### config.mk
export PLATFORM = sky130hd
export DESIGN_NAME = proc_fetch_unit
export DESIGN_NICKNAME = d
export VERILOG_FILES = /design/src/rtl/proc_fetch_unit_pkg.sv /design/src/rtl/proc_fetch_queue.sv /design/src/rtl/proc_fetch_reg_en.sv /design/src/rtl/proc_fetch_unit.sv
export SDC_FILE = /design/constraint.sdc
export NUM_CORES = 1
export LEC_CHECK = 0
export ABC_AREA = 1
export CORE_UTILIZATION = 50
export CTS_CLUSTER_SIZE = 40
export DETAILED_ROUTE_END_ITERATION = 10
export DONT_BUFFER_PORTS = 1
export PLACE_DENSITY = 0.68
export REMOVE_ABC_BUFFERS = 1
export SYNTH_ARGS = -nofsm -noshare
export SYNTH_HDL_FRONTEND = slang
export SYNTH_SLANG_ARGS = --single-unit
### constraint.sdc
create_clock -name clk -period 4.55 [get_ports clk]
set_clock_uncertainty 0.2 [all_clocks]
set_input_delay 0.2275 -clock clk [delete_from_list [all_inputs] [get_ports clk]]
set_output_delay 0.2275 -clock clk [all_outputs]
set_load 0.02 [all_outputs]
### src/rtl/proc_fetch_unit_pkg.sv
// Shared TinyRV1 constants and types used by the fetch unit and its queues.
package proc_fetch_unit_pkg;

    localparam logic [31:0] RV_RESET_PC      = 32'h0000_0000;
    localparam logic [31:0] RV_INST_INVALID  = 32'h0000_0000;
    localparam logic [31:0] RV_INST_BYTES    = 32'd4;

    typedef struct packed {
        logic [31:0] inst;
        logic [31:0] pc;
    } fetch_entry_t;

    function automatic logic [31:0] next_seq_pc(input logic [31:0] pc);
        return pc + RV_INST_BYTES;
    endfunction

endpackage

### src/rtl/proc_fetch_queue.sv
// Circular FIFO with flush, full/empty flags and occupancy count.
module proc_fetch_queue #(
    parameter  int WIDTH = 64,
    parameter  int DEPTH = 2,
    localparam int PTR_W = (DEPTH > 1) ? $clog2(DEPTH) : 1,
    localparam int CNT_W = $clog2(DEPTH + 1)
) (
    input  logic             clk,
    input  logic             rst_n,
    input  logic             i_enq,
    input  logic [WIDTH-1:0] i_enq_data,
    input  logic             i_deq,
    input  logic             i_flush,
    output logic [WIDTH-1:0] o_head,
    output logic             o_full,
    output logic             o_empty,
    output logic [CNT_W-1:0] o_count
);

    logic [WIDTH-1:0] r_mem [DEPTH];
    logic [PTR_W-1:0] r_head;
    logic [PTR_W-1:0] r_tail;
    logic [CNT_W-1:0] r_count;
    logic             w_push;
    logic             w_pop;

    function automatic logic [PTR_W-1:0] ptr_inc(input logic [PTR_W-1:0] p);
        return (p == PTR_W'(DEPTH - 1)) ? '0 : p + PTR_W'(1);
    endfunction

    assign o_full  = (r_count == CNT_W'(DEPTH));
    assign o_empty = (r_count == '0);
    assign o_count = r_count;
    assign o_head  = r_mem[r_head];

    // A full queue still accepts a write when the head leaves in the same cycle.
    assign w_push = i_enq & (~o_full | i_deq) & ~i_flush;
    assign w_pop  = i_deq & ~o_empty & ~i_flush;

    always_ff @(posedge clk or negedge rst_n) begin
        if (!rst_n) begin
            r_head  <= '0;
            r_tail  <= '0;
            r_count <= '0;
        end else if (i_flush) begin
            r_head  <= '0;
            r_tail  <= '0;
            r_count <= '0;
        end else begin
            if (w_push) r_tail <= ptr_inc(r_tail);
            if (w_pop)  r_head <= ptr_inc(r_head);
            if (w_push && !w_pop)      r_count <= r_count + CNT_W'(1);
            else if (w_pop && !w_push) r_count <= r_count - CNT_W'(1);
        end
    end

    always_ff @(posedge clk) begin
        if (w_push) r_mem[r_tail] <= i_enq_data;
    end

endmodule

### src/rtl/proc_fetch_reg_en.sv
// Register primitive with load enable and asynchronous active-low reset.
module proc_fetch_reg_en #(
    parameter int             W         = 32,
    parameter logic [W-1:0]   RESET_VAL = '0
) (
    input  logic         clk,
    input  logic         rst_n,
    input  logic         i_en,
    input  logic [W-1:0] i_d,
    output logic [W-1:0] o_q
);

    always_ff @(posedge clk or negedge rst_n) begin
        if (!rst_n) begin
            o_q <= RESET_VAL;
        end else if (i_en) begin
            o_q <= i_d;
        end
    end

endmodule

### src/rtl/proc_fetch_unit.sv
// Instruction fetch: issues sequential fetches, buffers responses for decode,
// and squashes in-flight fetches on redirect.
module proc_fetch_unit
    import proc_fetch_unit_pkg::*;
#(
    parameter logic [31:0] RESET_PC = RV_RESET_PC,
    parameter int          DEPTH    = 2
) (
    input  logic        clk,
    input  logic        rst,
    output logic        imemreq_val,
    input  logic        imemreq_rdy,
    output logic [31:0] imemreq_addr,
    input  logic        imemresp_val,
    input  logic [31:0] imemresp_data,
    input  logic        redirect_val,
    input  logic [31:0] redirect_pc,
    output logic        f2d_val,
    input  logic        f2d_rdy,
    output logic [31:0] f2d_inst,
    output logic [31:0] f2d_pc
);

    localparam int CNT_W = $clog2(DEPTH + 1);
    localparam int SUM_W = CNT_W + 1;

    logic [31:0]      w_pc;
    logic [31:0]      w_pc_next;
    logic             w_pc_en;
    logic [CNT_W-1:0] w_outst;
    logic [CNT_W-1:0] w_outst_next;
    logic             w_outst_en;
    logic [CNT_W-1:0] w_drop;
    logic [CNT_W-1:0] w_drop_next;
    logic             w_drop_en;

    logic             w_fire;
    logic             w_resp;
    logic             w_keep;
    logic             w_f2d_fire;
    logic [SUM_W-1:0] w_used;

    logic [31:0]      w_pend_head;
    logic             w_pend_full;
    logic             w_pend_empty;
    logic [CNT_W-1:0] w_pend_count;
    fetch_entry_t     w_inst_head;
    fetch_entry_t     w_inst_in;
    logic             w_inst_full;
    logic             w_inst_empty;
    logic [CNT_W-1:0] w_inst_count;
    logic             w_unused_flags;

    assign w_unused_flags = &{1'b0, w_pend_full, w_pend_count, w_inst_full};

    // A response is only meaningful when a request is pending for it.
    assign w_resp     = imemresp_val & ~w_pend_empty;
    assign w_keep     = w_resp & (w_drop == '0) & ~redirect_val;
    assign w_f2d_fire = f2d_val & f2d_rdy;

    // Credit check: in-flight plus buffered, less what decode takes now, must leave room.
    assign w_used = SUM_W'(w_outst) + SUM_W'(w_inst_count) - SUM_W'(w_f2d_fire);
    assign imemreq_val  = rst & ~redirect_val & (w_used < SUM_W'(DEPTH));
    assign imemreq_addr = w_pc;
    assign w_fire       = imemreq_val & imemreq_rdy;

    assign w_pc_en   = redirect_val | w_fire;
    assign w_pc_next = redirect_val ? redirect_pc : next_seq_pc(w_pc);

    assign w_outst_en   = w_fire ^ w_resp;
    assign w_outst_next = w_fire ? (w_outst + CNT_W'(1)) : (w_outst - CNT_W'(1));

    always_comb begin
        w_drop_en   = 1'b0;
        w_drop_next = w_drop;
        if (redirect_val) begin
            w_drop_en   = 1'b1;
            w_drop_next = w_outst - CNT_W'(w_resp);
        end else if (w_resp && (w_drop != '0)) begin
            w_drop_en   = 1'b1;
            w_drop_next = w_drop - CNT_W'(1);
        end
    end

    proc_fetch_reg_en #(.W(32), .RESET_VAL(RESET_PC)) u_pc_reg (
        .clk   (clk),
        .rst_n (rst),
        .i_en  (w_pc_en),
        .i_d   (w_pc_next),
        .o_q   (w_pc)
    );

    proc_fetch_reg_en #(.W(CNT_W), .RESET_VAL('0)) u_outst_reg (
        .clk   (clk),
        .rst_n (rst),
        .i_en  (w_outst_en),
        .i_d   (w_outst_next),
        .o_q   (w_outst)
    );

    proc_fetch_reg_en #(.W(CNT_W), .RESET_VAL('0)) u_drop_reg (
        .clk   (clk),
        .rst_n (rst),
        .i_en  (w_drop_en),
        .i_d   (w_drop_next),
        .o_q   (w_drop)
    );

    // Pending-PC queue is never flushed: squashed responses still pop it.
    proc_fetch_queue #(.WIDTH(32), .DEPTH(DEPTH)) u_pend_q (
        .clk        (clk),
        .rst_n      (rst),
        .i_enq      (w_fire),
        .i_enq_data (w_pc),
        .i_deq      (w_resp),
        .i_flush    (1'b0),
        .o_head     (w_pend_head),
        .o_full     (w_pend_full),
        .o_empty    (w_pend_empty),
        .o_count    (w_pend_count)
    );

    assign w_inst_in = '{inst: imemresp_data, pc: w_pend_head};

    proc_fetch_queue #(.WIDTH($bits(fetch_entry_t)), .DEPTH(DEPTH)) u_inst_q (
        .clk        (clk),
        .rst_n      (rst),
        .i_enq      (w_keep),
        .i_enq_data (w_inst_in),
        .i_deq      (w_f2d_fire),
        .i_flush    (redirect_val),
        .o_head     (w_inst_head),
        .o_full     (w_inst_full),
        .o_empty    (w_inst_empty),
        .o_count    (w_inst_count)
    );

    assign f2d_val  = ~w_inst_empty;
    assign f2d_inst = f2d_val ? w_inst_head.inst : RV_INST_INVALID;
    assign f2d_pc   = w_inst_head.pc;

endmodule

# [Word-level counts from Yosys, hierarchy flattened]
# Memory sizes are Yosys's and may differ from the RTL's.
# Cells that the tools add are included.
[word_totals] register_bits=44 mem_bits_rw=192 input_bits=70 n_memories=2
[mem_list] name="u_inst_q.r_mem" words=2 word_bits=64 rd=1 rd_ports_with_merged_regs=0 wr=1 line_no="proc_fetch_queue.sv:20" rtl="logic [WIDTH-1:0] r_mem [DEPTH];"
[mem_list] name="u_pend_q.r_mem" words=2 word_bits=32 rd=1 rd_ports_with_merged_regs=0 wr=1 line_no="proc_fetch_queue.sv:20"
[classes] n_addsub=15 n_lt_le_gt_ge=1 eq_ne=2 mux=24 bitwise=22 reduce_logical=19
[op_table] op="2-to-1 mux 32 bit" count=2
[op_table] op="adder 32 x 3 -> 32 bit, second input constant" count=1
[op_table] op="2-to-1 mux 2 bit" count=8
[op_table] op="2-to-1 mux 1 bit" count=14
[op_table] op="bitwise AND 1 bit" count=13
[op_table] op="nonzero test 2 bit" count=5
[op_table] op="subtractor 2 x 1 -> 2 bit, second input constant" count=4
[op_table] op="adder 2 x 1 -> 2 bit, second input constant" count=3
[op_table] op="logical NOT 2 bit" count=3
[op_table] op="logical AND 1 bit" count=5
[op_table] op="inverter 1 bit" count=5
[op_table] op="adder 1 bit, second input constant" count=4
[op_table] op="== test 2 bit, second input constant" count=2
[op_table] op="logical NOT 1 bit" count=4
[op_table] op="adder 2 x 2 -> 3 bit" count=1
[op_table] op="< comparator 3 x 2 -> 1 bit, second input constant" count=1
[op_table] op="OR 1 bit" count=3
[op_table] op="nonzero test 3 bit" count=1
[op_table] op="subtractor 3 x 1 -> 3 bit" count=1
[op_table] op="AND reduction 2 bit" count=1
[op_table] op="subtractor 2 x 1 -> 2 bit" count=1
[op_table] op="bitwise XOR 1 bit" count=1

# [Depth between registers and ports, before layout]
[depth] ltp_word=12 mapped_depth=16

# [Modules after synthesis]
# Synthesis repeated with hierarchy kept, for this count alone.
[hier_totals] hier_cells=1129 area_unflattened_um2=10745.3
[by_module_without_submodules] mod="proc_fetch_queue at u_inst_q" n_inst=1 cells_per_inst=379 area_each_um2=4911.0 seq_area_each_um2=3943.8
[by_module_without_submodules] mod="proc_fetch_queue at u_pend_q" n_inst=1 cells_per_inst=212 area_each_um2=2595.0 seq_area_each_um2=2021.9
[by_module_without_submodules] mod="proc_fetch_unit" n_inst=1 cells_per_inst=384 area_each_um2=1794.2 seq_area_each_um2=0.0
[by_module_without_submodules] mod="proc_fetch_reg_en at u_pc_reg" n_inst=1 cells_per_inst=136 area_each_um2=1292.5 seq_area_each_um2=800.8
[by_module_without_submodules] mod="proc_fetch_reg_en at u_drop_reg ..." n_inst=2 cells_per_inst=9 area_each_um2=76.3 seq_area_each_um2=50.0

# [Worst setup path after synthesis]
# OpenSTA, ideal clock, no wires.
[synth_timing] path_type="flip-flop to flip-flop" from="register u_inst_q.r_count[1], in the netlist u_inst_q.o_count[1]" to="memory u_pend_q.r_mem[2][0], in the netlist u_pend_q.r_mem[1][0], enable pin" setup_time_ns=0.422 t_arrival_ns=3.766 slack_ns=0.161 path_stages_with_launch=12 path_buffers=0 cell_sequence="dfrtp_1 > o21ai_0 > inv_1 > ha_1 > or2_2 > fa_1 > nand2_1 > nor2_4 > nand3_4 > inv_2 > o31ai_1 > nor2_1"
[synth_between] elab_chain_len=10 word_cells_on_any_way=11
[synth_rtl] item="start, declared" line_no="proc_fetch_queue.sv:23" rtl="logic [CNT_W-1:0] r_count;"
[synth_rtl] item="start signal, assigned" line_no="proc_fetch_queue.sv:52" rtl="if (w_push && !w_pop) r_count <= r_count + CNT_W'(1);"
[synth_rtl] item="start signal, assigned" line_no="proc_fetch_queue.sv:53" rtl="else if (w_pop && !w_push) r_count <= r_count - CNT_W'(1);"
[synth_rtl] item="branches (longest 3 deep; another with adder 2 x 2 -> 3 bit)"
[synth_rtl] item="subtractor 3 x 1 -> 3 bit (*)" line_no="proc_fetch_unit.sv:62" rtl="assign w_used = SUM_W'(w_outst) + SUM_W'(w_inst_count) - SUM_W'(w_f2d_fire);"
[synth_rtl] item="< comparator 3 x 2 -> 1 bit (*)" line_no="proc_fetch_unit.sv:63" rtl="assign imemreq_val = rst & ~redirect_val & (w_used < SUM_W'(DEPTH));"
[synth_rtl] item="bitwise AND 1 bit (*)" line_no="proc_fetch_unit.sv:63"
[synth_rtl] item="bitwise AND 1 bit (*)" line_no="proc_fetch_unit.sv:65" rtl="assign w_fire = imemreq_val & imemreq_rdy;"
[synth_rtl] item="bitwise AND 1 bit (*)" line_no="proc_fetch_queue.sv:37" rtl="assign w_push = i_enq & (~o_full | i_deq) & ~i_flush;"
[synth_rtl] item="2-to-1 mux 1 bit (*)" line_no="proc_fetch_queue.sv:58" rtl="if (w_push) r_mem[r_tail] <= i_enq_data;"
[synth_rtl] item="2-to-1 mux 1 bit (implied by the code) (*)" line_no="proc_fetch_queue.sv:58"
[synth_rtl] item="end, declared" line_no="proc_fetch_queue.sv:20"
# Mark *: on every way between the ends.

# [Worst setup path after layout]
[layout_timing] from="register u_inst_q.r_count[1], in the netlist u_inst_q.o_count[1]" to="register u_pc_reg.o_q[8]"
[layout_between] elab_chain_len=8 word_cells_on_any_way=9
[layout_rtl] item="branches (longest 3 deep; another with adder 2 x 2 -> 3 bit)"
[layout_rtl] item="subtractor 3 x 1 -> 3 bit (*)" line_no="proc_fetch_unit.sv:62"
[layout_rtl] item="< comparator 3 x 2 -> 1 bit (*)" line_no="proc_fetch_unit.sv:63"
[layout_rtl] item="bitwise AND 1 bit (*)" line_no="proc_fetch_unit.sv:63"
[layout_rtl] item="bitwise AND 1 bit (*)" line_no="proc_fetch_unit.sv:65"
[layout_rtl] item="OR 1 bit (*)" line_no="proc_fetch_unit.sv:67" rtl="assign w_pc_en = redirect_val | w_fire;"
[layout_rtl] item="end signal, assigned" line_no="proc_fetch_reg_en.sv:17" rtl="o_q <= i_d;"
[layout_rtl] item="end, declared" line_no="proc_fetch_reg_en.sv:10" rtl="output logic [W-1:0] o_q"
# Marked as above.
# A chain may end at the register's enable or synchronous reset.

==> impl_results.md <==
- Status: finished clean
- Placement Cell Area: 10,400 um2
- Core area: 19,700 um2
- Slew HR: 28.4%
- Routed Antenna Nets: 0
- Die Wd: 144 um
- R2R Setup Slk: 690 ps
- Critical setup path kind: flip-flop to flip-flop
- Compound-Gate Fraction of Synth Area: 3.90%
- Syn Inst Count: 998
- Clock slew at reported path FFs: 60 ps
- CTS tree: built
- Nets: 1,165
- Setup crit start: u_inst_q.o_count[1]
- R2R Path Start: u_inst_q.o_count[1]
- First-pass GRT wire length: 34,000 um
- Total die area: 20,800 um2
- Fin crit share: 84.8%
- Number of synthesized flops with an enable pin: 192
- Post-Synth XOR/XNOR Area: 1.04%
- Register area share after synthesis: 67.9%
- Htree depth: 1
- GRT overflow: 0
- RSZ-0062 raised after global routing: no
- Total wire length: 22,200 um
- Crit path cell chain: o21ai_0, inv_1, ha_1, or2_2, fa_1, nand2_1, nor2_4, nand3_4, nand2_4, inv_2, nand2_1, nand3_1, dlygate4sd3_1
- Hold Buf Count CTS: 88
- Fillers: 1,567
- Synthesized flop and latch total: 236
- Pins over their slew limit: 0
- Total GRT Usage: 21.4%
- Crit path DAT: 4040 ps
- CP max-delay cell: dlygate4sd3_1
- Main combinational cell family by area after synthesis: simple AND/OR/NAND/NOR gates
- Maximum fanout along the worst path: 19
- Cell taking the most area after synthesis: edfxtp_1
- Leading cell types by count after synthesis: nand2_1, edfxtp_1, inv_1, nor2_1, dfrtp_1
- Synth unique cells: 32
- Synth top area cells: edfxtp_1, nand2_1, dfrtp_1
- PwrDens: 550 nW/um2
- Area share of fa/ha/maj cells after synthesis: 0.941%
- CP peak stage delay: 560 ps
- Least-Margin Pin Slew: 1070 ps
- Design area: 12,100 um2
- Post-layout util: 61.7%
- TritonRoute pass-1 iters: 5
- Ant diodes: 0
- Synth Area in Simple Gates: 22.3%
- Initial antenna violation count: 0
- Main synth FF type: edfxtp_1
- RR Endpoint: u_pc_reg.o_q[8]
- Count of final setup violators: 0
- Largest net degree at the start of global routing: 65
- Clock latency on the worst-skew pair: 510 ps
- Multiplexer area fraction after synthesis: 0%
- Fmax: 0.259 GHz
- Clock Root Buffer: clkbuf_16
- Data required, critical path: 4740 ps
- Clock Tree Buf Depth: 3
- Avg WL per Cell: 16.2 um
- Family with the most delay on the worst path: simple AND/OR/NAND/NOR gates
- Final cell count without fillers: 1,371
- Worst path depth: 13
- Top-count cell post-synth: nand2_1
- Vias: 7,008
- Via/cell ratio: 5.11
- Max-cap violations: 0
- Worst R2R Path Depth: 13
- Post-CTS sizing: 0
- GP Congestion: 0.844
- Final Critical Period: 3860 ps
- Num ports: 168
- Number of hold violations in the final report: 0
- Avg Synthesized Cell Area: 10.1 um2
- CP endpoint kind: flip-flop
- Die Ht: 144 um
- Residual DRC: 0
- YS warnings: 0
- CTS sink count: 236
- Area Overhead vs Synth: 19.9%
- Starting DRC count in detailed routing: 499
- Layout cells sized above 1: 6.42%
- Initial Util: 51.4%
- Async set-reset flop share out of synthesis: 18.6%
- Dpl hpwl: 13,500 um
- Worst Hold Class: input port to asynchronous set/reset pin
- CTS buffer count: 24
- Leak pwr: 4.87 nW
- Startpoint Class: flip-flop
- Post-CTS setup buffer count: 0
- Most common cell on crit path: nand2_1
- CP endpoint: u_pc_reg.o_q[8]
- IO buf count: 0
- Area fraction of the dominant cell type after synthesis: 57.0%
- Placed Cells: 1,239
- Vias in the first global route: 6,579
- Cell area after synthesis: 10,100 um2
- # rows: 51
- Peak supply drop: 0.000275 V
- Worst Path Buf+Inv: 3
==> where the power goes <==
group | internal [mW] | leakage, nW | total [mW] | switching, mW
Combinational | 0.438 | 2.20 | 1.65 | 1.21
Clock | 1.22 | 0.402 | 2.01 | 0.781
Sequential | 2.67 | 2.27 | 3.01 | 0.345
==> stage by stage <==
stage	power [mW]	worst slack, ps	hold slack, ps	setup TNS (ps)
floorplan	4.17	-37.9	-268	-1420
global placement	4.60	1000	-267	0
detailed placement	4.63	958	-267	0
CTS	6.73	715	15.7	0
global route	7.06	449	17.0	0
finish	6.67	691	22.3	0
==> flip-flops by register name, indices dropped and copies added, names as in the netlist <==
| name | count |
|---|---|
| u_pend_q.r_head | 1 |
| u_pc_reg.o_q | 32 |
| u_outst_reg.o_q | 2 |
| u_pend_q.o_count | 2 |
| u_inst_q.o_count | 2 |
| u_inst_q.r_tail | 1 |
| u_inst_q.r_head | 1 |
| u_pend_q.r_mem | 64 |
| u_pend_q.r_tail | 1 |
| u_inst_q.r_mem | 128 |
| u_drop_reg.o_q | 2 |
==> routing by layer <==
layer  wire, um  up-vias  global-route usage (%)
met3       1610       43                    4.30
met2      10600      241                    36.0
li1           -     3442                       -
met4        601        0                    7.48
met5          0        -                       0
met1       9370     3282                    27.7
==> worst min path at each step <==
| stage | start | end | slack, ps | cells past startpoint |
|---|---|---|---|---|
| 2_1_floorplan | rst | u_drop_reg.o_q[0] | -270 | 0 |
| 3_3_place_gp | rst | u_drop_reg.o_q[0] | -270 | 0 |
| 3_5_place_dp | rst | u_drop_reg.o_q[0] | -270 | 0 |
| 4_1_cts | rst | u_drop_reg.o_q[0] | 20 | 2 |
| 5_1_grt | rst | u_drop_reg.o_q[0] | 20 | 2 |
| 6_report | rst | u_inst_q.o_count[0] | 20 | 2 |
==> layout by cell type (no fill, tap or decap), types with 2 or more instances in the layout <==
master,netlist,final
nand2_1,464,464
edfxtp_1,192,192
dlygate4sd3_1,0,86
inv_1,61,60
nor2_1,57,52
dfrtp_1,44,43
a21oi_1,37,37
nand3_1,34,34
clkbuf_16,0,25
o21ai_0,23,23
xor2_1,10,10
o211ai_1,7,7
buf_4,1,7
nor2_2,5,6
ha_1,6,6
clkinv_2,0,6
nor2_4,1,5
clkbuf_1,15,5
inv_2,3,4
o21ai_1,4,4
nand4_1,3,3
bufinv_16,0,3
clkbuf_8,0,3
or2_2,2,2
xnor2_1,2,2
nand2_2,2,2
nor3_1,2,2
clkinvlp_4,0,2
buf_12,0,2
==> logic make-up (layout without fill, tap and decap cells) <==
group	count (synthesis)	count (layout)
simple gates	572	572
compound gates	74	74
fa+ha+maj	7	7
flops	236	236
xor+xnor	12	12
buf+inv	97	205
==> layout make-up <==
class | instances | area [um2] | area share (%)
well taps | 265 | 332 | 2.74
flip-flops and latches | 236 | 6870 | 56.7
repair buffers | 96 | 981 | 8.09
clock inverters | 11 | 135 | 1.11
multi-input cells | 665 | 2880 | 23.7
clock buffers | 33 | 686 | 5.66
inverters | 65 | 244 | 2.01
Power figures use the tool's default switching activity.
